### config.mk
export PLATFORM = sky130hd
export DESIGN_NAME = mem_responder
export DESIGN_NICKNAME = d
export VERILOG_FILES = /design/src/rtl/mem_pkg.sv /design/src/rtl/mem_ram.sv /design/src/rtl/mem_responder.sv
export SDC_FILE = /design/constraint.sdc
export NUM_CORES = 2
export LEC_CHECK = 0
export ABC_AREA = 0
export CAP_MARGIN = 15
export CORE_MARGIN = 8
export CORE_UTILIZATION = 61
export DETAILED_ROUTE_END_ITERATION = 8
export PLACE_DENSITY = 0.77
export SLEW_MARGIN = 20
export SYNTH_ARGS = -nofsm -noshare
export SYNTH_HDL_FRONTEND = slang
export SYNTH_SLANG_ARGS = --single-unit
### constraint.sdc
create_clock -name clk -period 5.33 [get_ports clk]
set_input_delay 1.066 -clock clk [delete_from_list [all_inputs] [get_ports clk]]
set_output_delay 1.066 -clock clk [all_outputs]
set_load 0.01 [all_outputs]
### src/rtl/mem_pkg.sv
// Shared encodings and defaults for the CPU memory responder.
package mem_pkg;

  typedef enum logic [1:0] {
    MNONE  = 2'b00,
    MREAD  = 2'b01,
    MWRITE = 2'b10,
    MRSVD  = 2'b11
  } mem_cmd_e;

  typedef enum logic [1:0] {
    IDLE = 2'b00,
    WAIT = 2'b01,
    DONE = 2'b10
  } state_e;

  localparam logic [8:0] DEF_LED_ADDR = 9'h100;
  localparam logic [8:0] DEF_SW_ADDR  = 9'h140;

endpackage

### src/rtl/mem_ram.sv
// Single-port RAM with synchronous write and registered read; contents are never reset.
module mem_ram #(
  parameter int RAM_WORDS = 256,
  parameter int DATA_W    = 16
) (
  input  logic                         clk,
  input  logic                         i_we,
  input  logic                         i_re,
  input  logic [$clog2(RAM_WORDS)-1:0] i_addr,
  input  logic [DATA_W-1:0]            i_wdata,
  output logic [DATA_W-1:0]            o_rdata
);

  logic [DATA_W-1:0] r_mem [RAM_WORDS];

  always_ff @(posedge clk) begin
    if (i_we) r_mem[i_addr] <= i_wdata;
    if (i_re) o_rdata <= r_mem[i_addr];
  end

endmodule

### src/rtl/mem_responder.sv
// CPU memory responder: RAM, LED and switch registers behind an IDLE/WAIT/DONE handshake.
// Define MEM_ERR_EN to add the sticky mem_err output.
module mem_responder
  import mem_pkg::*;
#(
  parameter int                DATA_W      = 16,
  parameter int                ADDR_W      = 9,
  parameter int                RAM_WORDS   = 256,
  parameter int                WAIT_STATES = 1,
  parameter logic [ADDR_W-1:0] LED_ADDR    = DEF_LED_ADDR,
  parameter logic [ADDR_W-1:0] SW_ADDR     = DEF_SW_ADDR
) (
  input  logic              clk,
  input  logic              reset,
  input  logic [1:0]        mem_cmd,
  input  logic [ADDR_W-1:0] mem_addr,
  input  logic [DATA_W-1:0] write_data,
  input  logic [7:0]        SW,
  output logic [DATA_W-1:0] read_data,
  output logic              mem_ready,
  output logic [7:0]        LEDR
`ifdef MEM_ERR_EN
  ,
  output logic              mem_err
`endif
);

  localparam int         RAM_AW = $clog2(RAM_WORDS);
  localparam logic [3:0] WS     = 4'(WAIT_STATES);

  state_e            r_state;
  state_e            w_state_next;
  logic [1:0]        r_cmd;
  logic [ADDR_W-1:0] r_addr;
  logic [DATA_W-1:0] r_wdata;
  logic [3:0]        r_wait_cnt;
  logic [7:0]        r_led;
  logic              r_rd_ram;
  logic [DATA_W-1:0] r_rd_io;
  logic [DATA_W-1:0] w_ram_q;

  logic w_start, w_done, w_is_rd, w_is_wr;
  logic w_hit_ram, w_hit_led, w_hit_sw;

  assign w_start   = (r_state == IDLE) && ((mem_cmd == MREAD) || (mem_cmd == MWRITE));
  assign w_done    = (r_state == DONE);
  assign w_is_rd   = (r_cmd == MREAD);
  assign w_is_wr   = (r_cmd == MWRITE);
  assign w_hit_ram = int'(r_addr) < RAM_WORDS;
  assign w_hit_led = (r_addr == LED_ADDR);
  assign w_hit_sw  = (r_addr == SW_ADDR);

  always_ff @(posedge clk or negedge reset) begin
    if (!reset) r_state <= IDLE;
    else        r_state <= w_state_next;
  end

  always_comb begin
    w_state_next = r_state;
    mem_ready    = 1'b0;
    case (r_state)
      IDLE: if (w_start) w_state_next = (WAIT_STATES > 0) ? WAIT : DONE;
      WAIT: if (r_wait_cnt == WS) w_state_next = DONE;
      DONE: begin
        mem_ready    = 1'b1;
        w_state_next = IDLE;
      end
      default: w_state_next = IDLE;
    endcase
  end

  // Request is frozen at acceptance; pin changes after that are ignored.
  always_ff @(posedge clk or negedge reset) begin
    if (!reset) begin
      r_cmd      <= MNONE;
      r_addr     <= '0;
      r_wdata    <= '0;
      r_wait_cnt <= '0;
      r_led      <= '0;
      r_rd_ram   <= 1'b0;
      r_rd_io    <= '0;
    end else begin
      if (w_start) begin
        r_cmd      <= mem_cmd;
        r_addr     <= mem_addr;
        r_wdata    <= write_data;
        r_wait_cnt <= 4'd1;
      end else if (r_state == WAIT) begin
        r_wait_cnt <= r_wait_cnt + 4'd1;
      end else if (w_done) begin
        r_wait_cnt <= '0;
      end
      if (w_done && w_is_wr && w_hit_led) r_led <= r_wdata[7:0];
      if (w_done && w_is_rd) begin
        r_rd_ram <= w_hit_ram;
        r_rd_io  <= w_hit_led ? DATA_W'(r_led) : (w_hit_sw ? DATA_W'(SW) : '0);
      end
    end
  end

  mem_ram #(
    .RAM_WORDS(RAM_WORDS),
    .DATA_W   (DATA_W)
  ) u_ram (
    .clk    (clk),
    .i_we   (w_done && w_is_wr && w_hit_ram),
    .i_re   (w_done && w_is_rd && w_hit_ram),
    .i_addr (r_addr[RAM_AW-1:0]),
    .i_wdata(r_wdata),
    .o_rdata(w_ram_q)
  );

  // RAM output only moves on a RAM read, so this mux holds the last load.
  assign read_data = r_rd_ram ? w_ram_q : r_rd_io;
  assign LEDR      = r_led;

`ifdef MEM_ERR_EN
  logic r_err;
  logic w_unmapped;
  assign w_unmapped = !(w_hit_ram || w_hit_led || w_hit_sw);

  always_ff @(posedge clk or negedge reset) begin
    if (!reset) begin
      r_err <= 1'b0;
    end else if (((r_state == IDLE) && (mem_cmd == MRSVD)) ||
                 (w_done && (w_unmapped || (w_is_wr && w_hit_sw) || (w_is_rd && w_hit_led)))) begin
      r_err <= 1'b1;
    end
  end

  assign mem_err = r_err;
`endif

endmodule

Yosys cells after proc, flatten, opt, wreduce, memory -nomap -nowiden
Memory sizes are Yosys's and may differ from the RTL's. A register that Yosys moved wholly into a read port is not among the register bits.
Index checks and enable logic that the tools add are counted.
- reduce and logical (&&, ||, !) cells: 10
- muxes and demuxes: 12
- order comparisons: 1
- equality and inequality tests: 11
- add/subtract/negate cells: 1
- operators with widths (cell ; count):
    $eq A9 B9 Y1 const B ; 2
    $mux W16 ; 1
    $mux W8 ; 2
    $mux W4 ; 3
    $lt A9 B9 Y1 const B ; 1
    $eq A2 B1 Y1 const B ; 3
    $eq A2 B2 Y1 const B ; 3
    $logic_and A1 B1 Y1 ; 6
    $add A4 B1 Y4 const B ; 1
    $eq A4 B1 Y1 const B ; 1
    $mux W2 ; 2
    $ne A2 B2 Y1 const B ; 2
    $pmux W2 S2 ; 1
    $mux W1 ; 3
    $reduce_bool A3 Y1 ; 1
    $logic_not A2 Y1 ; 1
    $reduce_and A2 Y1 ; 1
    $logic_or A1 B1 Y1 ; 1
- word-level logic and storage cells: 44
- flip-flop bits (word level): 58
- memory bits (writable): 4096
- output and inout bits: 25
- memories kept: 1
- input bits: 37
- memories (name ; depth ; width ; read ports ; clocked after Yosys merged registers in ; wr ports ; RTL line ; RTL):
    u_ram.r_mem ; 256 ; 16 ; 1 ; 1 ; 1 ; mem_ram.sv:14 ; logic [DATA_W-1:0] r_mem [RAM_WORDS];

Longest topological paths before layout
- depth in word-level cells: 5
- mapped depth: 9

Hierarchy
From an unflattened synthesis, not the netlist that was laid out.
- cells, all modules: 6900
- area total of the unflattened synthesis: 157843.9 um^2
- modules (own cells, without submodules) (module ; times used ; sequential area each (um^2) ; area an instance (um^2) ; cells an instance):
    mem_ram ; 1 ; 123478.4 ; 155559.2 ; 6727
    mem_responder ; 1 ; 1251.2 ; 2284.7 ; 173

Worst setup path before layout
No wires, ideal clock.
- path kind: register -> register
- start point: register r_wdata[0]
- end point: memory u_ram.r_mem[0][0] (data pin)
- stages on the path, launching flop included: 1
- path buffers: 0
- path slack: 1.334 ns
- library setup time: 0.805 ns
- clock period less this slack: 3.996 ns
- arrival time: 3.191 ns
- path through: dfrtp_1
- RTL lines (element ; RTL line ; RTL):
    start, declared ; mem_responder.sv:35 ; logic [DATA_W-1:0] r_wdata;
    start signal, assigned ; mem_responder.sv:86 ; r_wdata <= write_data;
    end, declared ; mem_ram.sv:14 ;
Straight into the memory's write port.

Worst setup path after layout
- start point: register r_addr[0]
- end point: register u_ram.o_rdata[10] (read register of u_ram.r_mem) (data pin)
- longest elaborated chain between the ends: 2
- RTL lines (element ; RTL line ; RTL):
    start, declared ; mem_responder.sv:34 ; logic [ADDR_W-1:0] r_addr;
    start signal, assigned ; mem_responder.sv:85 ; r_addr <= mem_addr;
    $lt A9 B9 Y1 ; mem_responder.sv:49 ; assign w_hit_ram = int'(r_addr) < RAM_WORDS;
    $logic_and A1 B1 Y1 ; mem_responder.sv:107 ; .i_re (w_done && w_is_rd && w_hit_ram),
    end, declared ; mem_ram.sv:11 ; output logic [DATA_W-1:0] o_rdata
Parallel ways exist; a longest one is shown, timed or not.
A chain may end at the register's enable or synchronous reset.

==> metrics <==
syn nets=6921; HPWL after DPL=226 mm; Leak=0.0556 uW; top_reg_cell synth=edfxtp_1; top post-synthesis cells by area=edfxtp_1 (78%), mux4_2 (15%), a22oi_1 (2.5%); Die Area=275000 um^2; RePlAce Congestion=0.856; Setup crit end kind=flop; critical path class=reg -> reg; Clock transition at path regs=0.06 ns; Pwr Density=555 nW/um^2; Clk Latency, worst-skew pair=0.99 ns; Chip Height=524 um; internal power=67800 uW; synthesis-to-layout area growth=13.3%; startpoint types=flop; endpoints failing setup=0; final instance area=179000 um^2; status=completed; Clock power frac=28.8%; Core ar.=257000 um^2; register share of total power=43.0%; worst vdd ir=0.000599 V; Seq/Total Area, Yosys=79.1%; Post-Place Setup Slack=0.546 ns; clk_skew=0.0870 ns; min Tclk post-route=4.97 ns; grt ovf=0; DRT Wirelength=424 mm; first-pass GRT wire length=597 mm; Seq cells post-synth=4162; DR iter-0 viols=13716; YS warnings=0; Yosys top cell area share=78.3%; layout cell share with drive strength beyond 1=28.7%; HP Class=in -> async; Pre-antenna DRT Iters=7; post-route ant nets=0; CTS root buf=clkbuf_16; fin crit share=93.3%; sw power=31300 uW; switch share=31.6%; # resized after CTS=0; RSZ-0062 raised after global routing=no; Max Fclk=201 MHz; Synth Cell Area=158000 um^2; Rows=186; Post-synth ARST share=1.20%; number of port buffers=61; largest area contributor in the netlist=edfxtp_1; Placed Cells=10422; CP required=6.01 ns; via count=81659; synth unique cells=36; postcts setup bufs=0; CTS Buf Count=408; Initial Utilization=61.4%; Die X-Extent=524 um; Synth Instances=6882; fillcell total=14384; Max Cap Violations=0; Post-synth EDFFs=4112; worst relative slew slack=14.1%; Critical Path AT=5.65 ns; Crit Path Max Fanout=31; Reg2Reg Depth=7; area of the multi-input gates=31200 um^2; Worst-Margin Slew=1.27 ns; WL/cell=37.9 um; initial antenna violation count=32; Placement Cell Area=165000 um^2; number of global-route vias before repair=80906; FF/Latch Area=125000 um^2; fin. max-slew vios=0; Max clock buf depth=4; # hold bufs at CTS=0; Final WS setup=0.358 ns; Mean Syn Cell Area=22.9 um^2; CTS tree=done; non-filler cells, final=11193; # IOs=62; drt drc=0; count of final hold-check violations=0; nets@finish=7491; htree depth=5; All-Layer GR Usage=30.1%; Final TNS setup=0 ns; clk sinks=4162; Gate power share=28.2%; largest net degree at the start of global routing=241; worst hold margin=0.204 ns; via/cell ratio=7.30
[power by group through the flow]
stage                     Clock (uW)  Combinational, uW  Sequential, uW
after detailed placement           0              27100           43400
after CTS                      28600              27500           42700
after global placement             0              26300           43300
after floorplan                    0              15100           45300
final                          28500              27900           42700
after global routing           29900              28900           42700
[synthesized netlist by cell type, types with 4 or more instances]
library cell  instances
mux2_2               42
dfrtp_1              50
nor2_1              273
buf_4                 9
a21oi_1             269
edfxtp_1           4112
clkbuf_1            253
o41ai_1              64
buf_1                41
nand3_1               6
nor2b_1               8
nand2_1              35
nand4_1              16
buf_2                89
buf_6                32
mux4_2             1024
and2_1               10
o21ai_0               4
a22oi_1             520
[cell type report]
cell class | instances | share of cell area, %
Clock buffer | 496 | 5.96
Tap cell | 3384 | 2.37
Inverter | 2 | 0.00420
Multi-Input combinational cell | 2294 | 17.5
Timing Repair Buffer | 584 | 2.96
Antenna cell | 38 | 0.0532
Clock inverter | 233 | 1.34
Sequential cell | 4162 | 69.9
[cells by family after synthesis]
| group | Yosys count | share of synthesized area (%) |
|---|---|---|
| adder cells (fa/ha/maj) | 2 | 0.0159 |
| AO/OA/AOI/OAI | 860 | 3.71 |
| XOR/XNOR | 2 | 0.0111 |
| multiplexers | 1066 | 14.9 |
| flip-flops | 4162 | 79.1 |
| AND/OR/NAND/NOR | 364 | 0.964 |
| buffers and inverters | 426 | 1.26 |
[state kept, by name, indices dropped and copies added, names as in the netlist]
signal	flops
LEDR	8
r_state	2
r_rd_ram	1
u_ram.r_mem	4096
r_addr	9
u_ram.o_rdata	16
r_wdata	16
r_cmd	2
r_rd_io	8
r_wait_cnt	4
[path summary, 6_finish.rpt]
check / start / endpoint / slack (ns)
min reg2reg: r_cmd[1]$_DFFE_PN0P_ / r_cmd[1]$_DFFE_PN0P_ / 0.51
max reg2reg: r_addr[0]$_DFFE_PN0P_ / u_ram.o_rdata[10]$_DFFE_PP_ / 0.36
max in group asynchronous: reset / r_addr[0]$_DFFE_PN0P_ / 4.57
min: reset / r_wdata[3]$_DFFE_PN0P_ / 0.20
max: r_addr[0]$_DFFE_PN0P_ / u_ram.o_rdata[10]$_DFFE_PP_ / 0.36
min in group clk: r_cmd[1]$_DFFE_PN0P_ / r_cmd[1]$_DFFE_PN0P_ / 0.51
[worst max-delay path: stages (launching register included)]
cell and delay [ns]:
dfrtp_4 1.17, buf_4 0.52, buf_4 0.41, mux4_2 0.64, a22oi_1 0.44, a21oi_1 0.14, o41ai_1 1.13, nand4_1 0.16
[metal layers]
metal  vias to the layer above  wire length, um  global-route usage [%]
li1                      30748                -                       -
met5                         -               80                       0
met1                     42326           141000                    39.4
met4                        12            27600                    16.3
met2                      7180           202000                    47.3
met3                      1393            53200                    7.62
[cell usage in the layout (no fill, tap or decap), drive strengths merged, types with 42 or more instances in the layout]
cell / instances
a21oi: 269
a22oi: 520
buf: 524
bufinv: 46
clkbuf: 496
clkdlybuf4s50: 60
clkinv: 162
dfrtp: 50
edfxtp: 4112
mux2: 42
mux4: 1024
nor2: 273
o41ai: 64
[stage by stage]
stage / util (%) / power [uW]
final: 69.5 / 99100
after global routing: 69.5 / 101000
after CTS: 69.5 / 98900
after detailed placement: 64.4 / 70500
after global placement: 64.3 / 69600
after floorplan: - / 60400
Note: power is estimated with default switching activity, not from simulation.
